--- src/rtl/s_pipe_reg.sv ---
// s_pipe_reg: DEPTH-stage valid/ready register slice.
// Each stage holds one beat. Empty stages ("bubbles") close up whenever the
// output is stalled, so a stalled pipe still fills completely. out_valid and
// out_data come straight from the last stage's registers. count tracks how
// many stages currently hold a beat.

`ifndef WORD_WIDTH
`define WORD_WIDTH 32
`endif

module s_pipe_reg #(
  parameter int               WIDTH   = `WORD_WIDTH,
  parameter int               DEPTH   = 2,
  parameter logic [WIDTH-1:0] RST_VAL = '0
) (
  input  logic                       clk,
  input  logic                       rst,
  input  logic                       in_valid,
  input  logic [WIDTH-1:0]           in_data,
  output logic                       in_ready,
  output logic                       out_valid,
  output logic [WIDTH-1:0]           out_data,
  input  logic                       out_ready,
  input  logic                       flush,
  output logic [$clog2(DEPTH+1)-1:0] count
);

  localparam int CW = $clog2(DEPTH+1);

  // Stage state. Index 0 is the input stage and DEPTH-1 is the output stage.
  logic [DEPTH-1:0] vld_reg;
  logic [WIDTH-1:0] dat_reg [DEPTH];
  logic [CW-1:0]    count_reg;

  // Next-state terms, one element per stage.
  logic [DEPTH-1:0] vld_next;
  logic [DEPTH-1:0] stage_adv;
  logic [DEPTH-1:0] dat_load;
  logic [WIDTH-1:0] dat_next [DEPTH];
  logic [CW-1:0]    count_next;

  logic accept;
  logic emit;

  // A stage may move forward unless it and every stage ahead of it is
  // occupied while the output is stalled. Writing it as a reduction over the
  // occupied stages, rather than as a chain from stage to stage, keeps the
  // ready path free of a combinational loop through the adv vector.
  genvar gi;
  generate
    for (gi = 0; gi < DEPTH; gi++) begin : g_stage
      assign stage_adv[gi] = out_ready || !(&vld_reg[DEPTH-1:gi]);

      if (gi == 0) begin : g_head
        // The input stage takes the upstream beat. Its payload register is
        // written only when a beat really arrives, so idle cycles do not
        // toggle it. accept already implies that stage 0 is advancing.
        assign vld_next[gi] = stage_adv[gi] ? accept : vld_reg[gi];
        assign dat_load[gi] = accept;
        assign dat_next[gi] = in_data;
      end else begin : g_body
        // Later stages take the beat from the stage behind them. When a
        // bubble moves in, the valid flag clears but the payload is kept.
        assign vld_next[gi] = stage_adv[gi] ? vld_reg[gi-1] : vld_reg[gi];
        assign dat_load[gi] = stage_adv[gi] && vld_reg[gi-1];
        assign dat_next[gi] = dat_reg[gi-1];
      end
    end
  endgenerate

  // Handshake terms. During reset or flush nothing is accepted, even when
  // stage 0 could otherwise advance.
  assign in_ready = stage_adv[0] && !flush && !rst;
  assign accept   = in_valid && in_ready;
  assign emit     = vld_reg[DEPTH-1] && out_ready;

  // Occupancy changes only when exactly one of accept and emit happens.
  always_comb begin
    count_next = count_reg;
    if (accept && !emit) begin
      count_next = count_reg + CW'(1);
    end else if (!accept && emit) begin
      count_next = count_reg - CW'(1);
    end
  end

  // State update. Reset and flush clear the pipe in the same way. A beat
  // emitted in a flush cycle has already left through the handshake, so
  // clearing the stages does not lose it.
  always_ff @(posedge clk) begin
    if (rst || flush) begin
      vld_reg   <= '0;
      count_reg <= '0;
      for (int i = 0; i < DEPTH; i++) begin
        dat_reg[i] <= RST_VAL;
      end
    end else begin
      vld_reg   <= vld_next;
      count_reg <= count_next;
      for (int i = 0; i < DEPTH; i++) begin
        if (dat_load[i]) begin
          dat_reg[i] <= dat_next[i];
        end
      end
    end
  end

  // Outputs come directly from the registers.
  assign out_valid = vld_reg[DEPTH-1];
  assign out_data  = dat_reg[DEPTH-1];
  assign count     = count_reg;

endmodule

--- config.mk ---
export PLATFORM = sky130hd
export DESIGN_NAME = s_pipe_reg
export DESIGN_NICKNAME = d
export VERILOG_FILES = /design/src/rtl/s_pipe_reg.sv
export SDC_FILE = /design/constraint.sdc
export NUM_CORES = 1
export LEC_CHECK = 0
export CAP_MARGIN = 5
export CORE_MARGIN = 8
export CORE_UTILIZATION = 52
export DETAILED_ROUTE_END_ITERATION = 12
export PLACE_DENSITY_LB_ADDON = 0.08
export SLEW_MARGIN = 0
export SYNTH_ARGS = -nofsm -noshare
export SYNTH_HDL_FRONTEND = slang
export SYNTH_SLANG_ARGS = --single-unit
--- constraint.sdc ---
create_clock -name clk -period 5.25 [get_ports clk]
set_clock_uncertainty 0.2 [all_clocks]
set_input_delay 1.05 -clock clk [delete_from_list [all_inputs] [get_ports clk]]
set_output_delay 1.05 -clock clk [all_outputs]
set_load 0.05 [all_outputs]
# Yosys cells after proc, flatten, opt, wreduce, memory -nomap -nowiden

Memories as Yosys holds them, arrays and structs flattened.
Index checks and enable logic that the tools add are counted.

Bits in registers: 4
Memory bits (writable): 64
Bits of input ports: 37
Output and inout bits: 36
Logic and storage cells: 38
Memories kept: 1

Add/sub/neg operators: 2
Multiplexer cells: 12
Bitwise operators: 2
Reductions and logical operators: 18

Memories:

| memory  | depth | width | rd ports | clocked after Yosys merged registers in | wr ports | RTL line | RTL |
|---|---|---|---|---|---|---|---|
| dat_reg | 2     | 32    | 2        | 0                                       | 2        | 32       | `logic [WIDTH-1:0] dat_reg [DEPTH];` |

Operators by type and width:

| operator              | number |
|---|---|
| $mux W32              | 2 |
| $mux W1               | 8 |
| $logic_and A1 B1 Y1   | 7 |
| $logic_not A1 Y1      | 6 |
| $mux W2               | 2 |
| $logic_or A1 B1 Y1    | 3 |
| $add A2 B1 Y2 const B | 1 |
| $or A1 B1 Y1          | 2 |
| $reduce_and A2 Y1     | 1 |
| $reduce_bool A2 Y1    | 1 |
| $sub A2 B1 Y2 const B | 1 |

# Logic depth before layout (Yosys ltp)

Gate-level depths: netlist of run 1.

Depth after elaboration: 10
Gate-level depth with buffers: 6
Mapped depth without buffers: 6

# Worst setup path after synthesis of run 1

Ideal clock, no wire load.

Path type: input to output
Start: input out_ready
End: output in_ready
Data arrival time: 2.329 ns
Required time: 4.000 ns
Path slack: 1.671 ns
Stages on the path: 3
Buffers on the path: 0
Cells stage by stage: inv_1 -> and3_2 -> nor3_1

Word-level cells in the longest chain between the ends: 3

Ends and longest elaborated chain:

| what                              | RTL line | RTL |
|---|---|---|
| from (decl)                       | 23       | `input logic out_ready,` |
| $logic_or A1 B1 Y1                | 52       | `assign stage_adv[gi] = out_ready \|\| !(&vld_reg[DEPTH-1:gi]);` |
| $logic_and A1 B1 Y1 (2 in series) | 73       | `assign in_ready = stage_adv[0] && !flush && !rst;` |
| to (decl)                         | 20       | `output logic in_ready,` |

Every way passes these cells.

# Final worst setup path of run 1

Same ends and word-level chain as after synthesis.

==> impl_metrics.ini, run 1 <==
[cts]
clock_latency_ns = 0.33
cts-resized-gates = 0
cts_buffer_depth = 2
numCtsBuffers = 9
cts_setup_buffers = 0
htree_num_levels = 3
clock-sinks = 68
cts_hold_buf = 0
root_buffer = clkbuf_8
clkTransAtPathRegs_ns = 0.07
cts_tree = yes

[floorplanning]
core_um2 = 5110
fp.dieH_um = 88.8
initial_core_util = 0.539
dieArea_um2 = 7880
die_w_um = 88.8
io_pins = 73
rows = 26

[sta]
drv_slew = 0
fin_crit_sh = 0.782
period_needed_ns = 4.11
tightest_slew_ns = 0.628
relSlewSlack = 0.581
grt_setup_unrepaired = false
fmax_mhz = 244
tns_ns = 0
hold_viol_final = 0
timing.final.ws_setup_ns = 1.14
setup_viol = 0

[placement]
port_buffers = 72
place.gp.congestion = 0.716
dp_hpwl_mm = 3.31
dp_slack_ns = 1.17
placed_cells = 299

[global_route]
grtUsageMet2 = 0.248
overflow = 0
grt_busiest_layer = met2
antenna_found_initial = 0
grt_pass1_wl_mm = 7.58
grt_usage = 0.134
grt_use_met3 = 0.0483
grt_util_met1 = 0.122
grt_max_degree = 65
grt_pass1_vias = 1580

[synth]
yosys-top-cells-count = 64 x edfxtp_1, 49 x and2_4, 11 x and2_1
synth-seq-cells = 68
synth_area_per_cell_um2 = 17.1
synth_ff_type = edfxtp_1
yosys-top-cells-area = edfxtp_1 70%, and2_4 16%, dfxtp_1 2.9%
syn_area_um2 = 2750
synth_edf_count = 64
synth_top_area_frac = 0.698
yosysTopAreaCell = edfxtp_1
yosysSeqAreaShare = 0.727
synth_nets = 199
yosysMostFrequentCell = edfxtp_1
synth_async_sr_flop_share = 0
syn-instance-count = 161
ys_types = 20
yosysWarningCount = 0

[layout]
register_area_um2 = 2000
nets = 278
stdcell_count = 315
multi_input_area_um2 = 676
final_util = 0.734
largest_register_ffs = 64
synthToLayoutAreaGrowth_pct = 36.1
n_fill_cell = 349
drive_above_1_share = 0.302
diodes = 0

[critical_path]
r2r_end = count[1]
start_kind = input pin
r2r-start = vld_reg[1]
cp_data_required_time_ns = 4.00
end_kind = primary output
cp.arrival_ns = 2.86
r2r_slack_ns = 3.32
cp-startpoint = out_ready
critPathKind = in -> out
worstSetupEndpoint = in_ready
reg2reg_depth = 5
path_max_fanout = 4

[outcome]
outcome = completed

[route]
via_per_inst = 4.62
antenna_left = 0
totalWireLength_mm = 4.76
route.detailed.drc = 0
drt_iter0_markers = 80
wl_per_cell_um = 15.1
vias = 1455
drtPass1Iterations = 4

[run]
cap_viol_max_count = 0

[hold_path]
min_path_type = reg -> reg

[power]
ir_drop_uv = 240
p_leak_nw = 1.48
power_per_cell_area_nw_per_um2 = 343
placed cells by master, fill, tap and decap left out:
master	netlist	final
o21ai_0	2	2
edfxtp_1	64	64
clkinv_1	0	1
clkinv_2	0	1
clkbuf_8	0	9
o211a_4	1	1
xor2_1	2	2
and2_1	11	11
and2_2	4	4
clkinvlp_4	0	1
or3_1	1	1
nand3b_1	1	1
nor2_4	1	1
and2_4	49	49
and3_2	2	2
clkinv_4	0	1
nand2_1	4	4
ha_1	1	1
dfxtp_1	4	4
o21a_1	1	1
clkdlybuf4s50_1	0	72
nor3_1	3	3
inv_1	2	2
buf_4	0	2
a21boi_0	1	1
a21oi_1	1	1
bufinv_16	0	3
per-layer routing:
layer,part of all wire,vias to the layer above
met4,0.018,0
met5,0,-
li1,-,719
met1,0.36,687
met2,0.56,42
met3,0.061,7
area by class of cell:
cell class	count	area share
sequential	68	0.534
multi-input combinational	85	0.180
timing repair buffer	74	0.196
inverter	2	0.00200
tap	70	0.0234
clock buffer	9	0.0331
clock inverter	7	0.0307
logic make-up after synthesis:
logic type      Yosys count  synth area share
fa+ha+maj                 1           0.00454
simple gates             76             0.217
buf+inv                   8            0.0273
compound gates            6            0.0173
flops                    68             0.727
xor+xnor                  2           0.00636
worst max-delay path: stages:
cell and delay, ns:
clkdlybuf4s50_1 0.51, inv_1 0.07, and3_2 0.22, nor3_1 0.14
clkdlybuf4s50_1 0.86
power by group:
part           internal (W)  switching [W]
Combinational     0.0000643      0.0000861
Clock              0.000314       0.000190
Sequential         0.000623     0.00000857
through the flow:
| stage | area, um^2 | power (W) | hold WS [ns] |
|---|---|---|---|
| global placement | 3510 | 0.000791 | 0.275 |
| global route | 3750 | 0.00133 | 0.335 |
| CTS | 3750 | 0.00130 | 0.321 |
| floorplan | 2750 | 0.000732 | 0.297 |
| detailed placement | 3510 | 0.000796 | 0.304 |
| finish | 3750 | 0.00129 | 0.316 |
worst min-delay path by stage:
stage / slack [ns] / end / startpoint / depth (start not counted)
2_1_floorplan: 0.30 / dat_reg[0][43] / dat_reg[0][11] / 1
3_3_place_gp: 0.28 / count[1] / count[1] / 2
3_5_place_dp: 0.30 / dat_reg[0][50] / dat_reg[0][18] / 1
4_1_cts: 0.32 / count[1] / count[1] / 2
5_1_grt: 0.34 / dat_reg[0][50] / dat_reg[0][18] / 1
6_report: 0.32 / count[1] / count[1] / 2
Power figures use the tool's default switching activity.
==> inputs of run 2 (changes only) <==
--- a/config.mk
+++ b/config.mk
@@ -7,7 +7,7 @@
 export LEC_CHECK = 0
 export CAP_MARGIN = 5
 export CORE_MARGIN = 8
-export CORE_UTILIZATION = 52
+export CORE_UTILIZATION = 48
 export DETAILED_ROUTE_END_ITERATION = 12
 export PLACE_DENSITY_LB_ADDON = 0.08
 export SLEW_MARGIN = 0
==> constraint.sdc (replaced) <==
create_clock -name clk -period 4 [get_ports clk]
set_clock_uncertainty 0.2 [all_clocks]
set_input_delay 0.8 -clock clk [delete_from_list [all_inputs] [get_ports clk]]
set_output_delay 0.8 -clock clk [all_outputs]
set_load 0.05 [all_outputs]
==> impl_metrics.ini, run 2 (synthesis gave the netlist of run 1 again) <==
[sta]
period_needed_ns = 3.57
timing.final.ws_setup_ns = 0.426
tightest_slew_ns = 0.635
hold_viol_final = 0
drv_slew = 0
fmax_mhz = 280
relSlewSlack = 0.577
setup_viol = 0
fin_crit_sh = 0.894
grt_setup_unrepaired = false
tns_ns = 0

[global_route]
grt_max_degree = 65
overflow = 0
grt_pass1_wl_mm = 7.70
grt_usage = 0.121
grt_pass1_vias = 1584
antenna_found_initial = 0

[layout]
diodes = 0
synthToLayoutAreaGrowth_pct = 33.1
multi_input_area_um2 = 676
final_cell_mix = 72 x clkdlybuf4s50_1, 64 x edfxtp_1, 49 x and2_4, 11 x and2_1, 9 x clkbuf_8
drive_above_1_share = 0.286
finalInstanceArea_um2 = 3660
n_fill_cell = 415
layout_commonest_cell = clkdlybuf4s50_1
nets = 278
final_util = 0.661
largest_register_ffs = 64
register_area_um2 = 2000

[hold_path]
min_path_type = reg -> reg
min_to = count[1]
whs_path_depth = 2
hold_start = count[1]

[power]
p_comb_frac = 0.134
switching_share = 0.238
seq_power_share = 0.562
p_sw_w = 0.000352
p_int_w = 0.00112
power_per_cell_area_nw_per_um2 = 403
p_leak_nw = 1.44
ir_drop_uv = 191
p_total_w = 0.00148
clkPwrFrac = 0.304

[critical_path]
crit_slowest_cell = clkdlybuf4s50_1
cp_cell_sequence = clkdlybuf4s50_1 -> inv_1 -> and3_2 -> nor3_1 -> clkdlybuf4s50_1
crit_path_frequent_cell = clkdlybuf4s50_1
cp_data_required_time_ns = 3.00
r2r_slack_ns = 2.04
end_kind = primary output
cp.arrival_ns = 2.57
path_max_fanout = 4
cpPeakStageDelay_ns = 0.83
r2r-start = vld_reg[1]
critPathKind = in -> out
reg2reg_depth = 5
r2r_end = count[1]
start_kind = input pin

[cts]
cts_setup_buffers = 0
cts_tree = yes
clkTransAtPathRegs_ns = 0.06
clock_latency_ns = 0.33
clock-sinks = 68
cts_buffer_depth = 2
numCtsBuffers = 9
cts-resized-gates = 0
htree_num_levels = 3
cts_hold_buf = 0
root_buffer = clkbuf_8

[placement]
place.gp.congestion = 0.745
port_buffers = 72
place_area_um2 = 3510
dp_slack_ns = 0.422
dp_hpwl_mm = 3.26

[route]
drt_iter0_markers = 96
vias = 1473
antenna_left = 0
totalWireLength_mm = 4.85
wl_per_cell_um = 15.3
drtPass1Iterations = 4
route.detailed.drc = 0
via_per_inst = 4.65

[floorplanning]
io_pins = 73
initial_core_util = 0.497
fp.dieH_um = 91.7
core_um2 = 5540
dieArea_um2 = 8410
die_w_um = 91.7
rows = 27

[run]
cap_viol_max_count = 0

[outcome]
outcome = completed
run 2: changes by cell type in the layout (fill, tap and decap cells not counted), sizes merged:
cell and delta:
clkinvlp -1, bufinv -3, clkbuf +4
run 2: worst max path at each step:
stage,start,to,slack (ns),cells past startpoint
detailed placement,out_ready,in_ready,0.42,5
global route,out_ready,in_ready,0.36,5
finish,out_ready,in_ready,0.43,5
global placement,out_ready,in_ready,0.48,5
CTS,out_ready,in_ready,0.42,5
floorplan,out_ready,in_ready,0.92,3
run 2: power by group through the flow:
stage / Clock [W] / Sequential [W] / Combinational (W)
final: 0.000449 / 0.000829 / 0.000198
after global routing: 0.000495 / 0.000832 / 0.000208
after CTS: 0.000463 / 0.000829 / 0.000201
after detailed placement: 0 / 0.000844 / 0.000200
after global placement: 0 / 0.000843 / 0.000197
after floorplan: 0 / 0.000914 / 0.0000467
run 2: final cells by class:
class | instances | share of cell area
timing repair buffer | 74 | 0.201
clock inverter | 3 | 0.00376
inverter | 2 | 0.00205
multi-input combinational | 85 | 0.184
tap | 72 | 0.0246
clock buffer | 13 | 0.0379
sequential | 68 | 0.546
run 2: per-layer routing:
layer / track usage / up-vias / wire (um)
li1: - / 720 / -
met1: 0.125 / 692 / 1950
met2: 0.202 / 48 / 2460
met3: 0.0440 / 13 / 309
met4: 0.0846 / 0 / 121
met5: 0 / - / 0
run 2: per-stage QoR:
step / cells / hold slack (ns)
6_report: 317 / 0.294
5_1_grt: 317 / 0.315
4_1_cts: 317 / 0.292
3_5_place_dp: 301 / 0.283
3_3_place_gp: 301 / 0.279
2_1_floorplan: 161 / 0.297
run 2: worst max-delay path, delay by kind of cell:
kind / cells / cell delay [ns]
buffers and inverters: 3 / 1.43
AND/OR/NAND/NOR: 2 / 0.34
==> inputs of run 3 (changes only) <==
--- a/config.mk
+++ b/config.mk
@@ -6,8 +6,10 @@
 export NUM_CORES = 1
 export LEC_CHECK = 0
 export CAP_MARGIN = 5
+export CELL_PAD_IN_SITES_DETAIL_PLACEMENT = 1
+export CELL_PAD_IN_SITES_GLOBAL_PLACEMENT = 1
 export CORE_MARGIN = 8
-export CORE_UTILIZATION = 48
+export CORE_UTILIZATION = 39
 export DETAILED_ROUTE_END_ITERATION = 12
 export PLACE_DENSITY_LB_ADDON = 0.08
 export SLEW_MARGIN = 0
==> impl_metrics.ini, run 3 (synthesis gave the netlist of run 1 again) <==
[hold_path]
min_path_type = reg -> reg
whs_path_depth = 2
hold_start = count[1]
min_to = count[1]

[layout]
final_cell_mix = 72 x clkdlybuf4s50_1, 64 x edfxtp_1, 49 x and2_4, 11 x and2_1, 9 x clkbuf_8
n_fill_cell = 671
drive_above_1_share = 0.287
largest_register_ffs = 64
nets = 278
diodes = 0
synthToLayoutAreaGrowth_pct = 34.0
register_area_um2 = 2000
multi_input_area_um2 = 676
layout_commonest_cell = clkdlybuf4s50_1

[cts]
root_buffer = clkbuf_8
clock-sinks = 68
cts_hold_buf = 0
cts-resized-gates = 0
clock_latency_ns = 0.32
cts_tree = yes
clkTransAtPathRegs_ns = 0.06
htree_num_levels = 3
cts_buffer_depth = 2
numCtsBuffers = 9
cts_setup_buffers = 0

[sta]
period_needed_ns = 3.58
setup_viol = 0
grt_setup_unrepaired = false
hold_viol_final = 0
timing.final.ws_setup_ns = 0.416
drv_slew = 0
hold_slack_ns = 0.309
relSlewSlack = 0.567
tightest_slew_ns = 0.649
tns_ns = 0
fin_crit_sh = 0.896
fmax_mhz = 279

[global_route]
antenna_found_initial = 0
overflow = 0
grt_pass1_vias = 1607
grt_max_degree = 65
grt_usage = 0.106
grt_pass1_wl_mm = 8.11

[placement]
port_buffers = 72
dp_slack_ns = 0.401
place.gp.congestion = 0.732

[route]
wl_per_cell_um = 15.1
vias = 1460
via_per_inst = 4.29
drtPass1Iterations = 4
drt_iter0_markers = 39
totalWireLength_mm = 5.13
route.detailed.drc = 0
antenna_left = 0

[critical_path]
cp.arrival_ns = 2.58
r2r_slack_ns = 2.02
critPathKind = in -> out
end_kind = primary output
reg2reg_depth = 5
start_kind = input pin
r2r-start = vld_reg[1]
cp_data_required_time_ns = 3.00
path_max_fanout = 4
r2r_end = count[1]

[floorplanning]
initial_core_util = 0.403
dieArea_um2 = 10000
die_w_um = 100
io_pins = 73
rows = 30
core_um2 = 6830
fp.dieH_um = 100

[power]
power_per_cell_area_nw_per_um2 = 398
p_total_w = 0.00147
ir_drop_uv = 198
p_leak_nw = 1.44

[outcome]
outcome = completed

[run]
cap_viol_max_count = 0
## run 3: cell types whose count changed in the layout (fill, tap and decap cells not counted), sizes merged
cell,before,now
clkinv,3,4
clkbuf,13,11
## run 3: worst max-delay path: stages
cell and delay [ns]:
clkdlybuf4s50_1 0.52, inv_1 0.07, and3_2 0.22, nor3_1 0.14, clkdlybuf4s50_1 0.84
## run 3: worst max path at each step
stage          startpoint  cells past startpoint  endpoint  slack [ns]
2_1_floorplan   out_ready                      3  in_ready        0.92
3_3_place_gp    out_ready                      5  in_ready        0.48
3_5_place_dp    out_ready                      5  in_ready        0.40
4_1_cts         out_ready                      5  in_ready        0.40
5_1_grt         out_ready                      5  in_ready        0.35
6_report        out_ready                      5  in_ready        0.42
## run 3: power breakdown
group | internal (W) | switching (W)
clock | 0.000216 | 0.000227
combinational | 0.0000844 | 0.000114
sequential | 0.000818 | 0.0000107
## run 3: per-layer routing
| metal | vias to the layer above | track usage | wire length, um |
|---|---|---|---|
| li1 | 721 | - | - |
| met1 | 688 | 0.109 | 1970 |
| met2 | 45 | 0.182 | 2720 |
| met3 | 6 | 0.0429 | 381 |
| met4 | 0 | 0.0558 | 59 |
| met5 | - | 0 | 0 |
## run 3: cell type report
cell class                      instances  area share
Tap cell                               96      0.0326
Multi-Input combinational cell         85       0.183
Clock buffer                           11      0.0356
Inverter                                2     0.00203
Timing Repair Buffer                   74       0.199
Sequential cell                        68       0.543
Clock inverter                          4     0.00475
## run 3: metrics by stage
stage	cells	util	instance area, um^2
6_report	340	0.540	3690
5_1_grt	340	0.540	3690
4_1_cts	340	0.540	3690
3_5_place_dp	325	0.518	3540
3_3_place_gp	325	0.518	3540
2_1_floorplan	161	-	2750
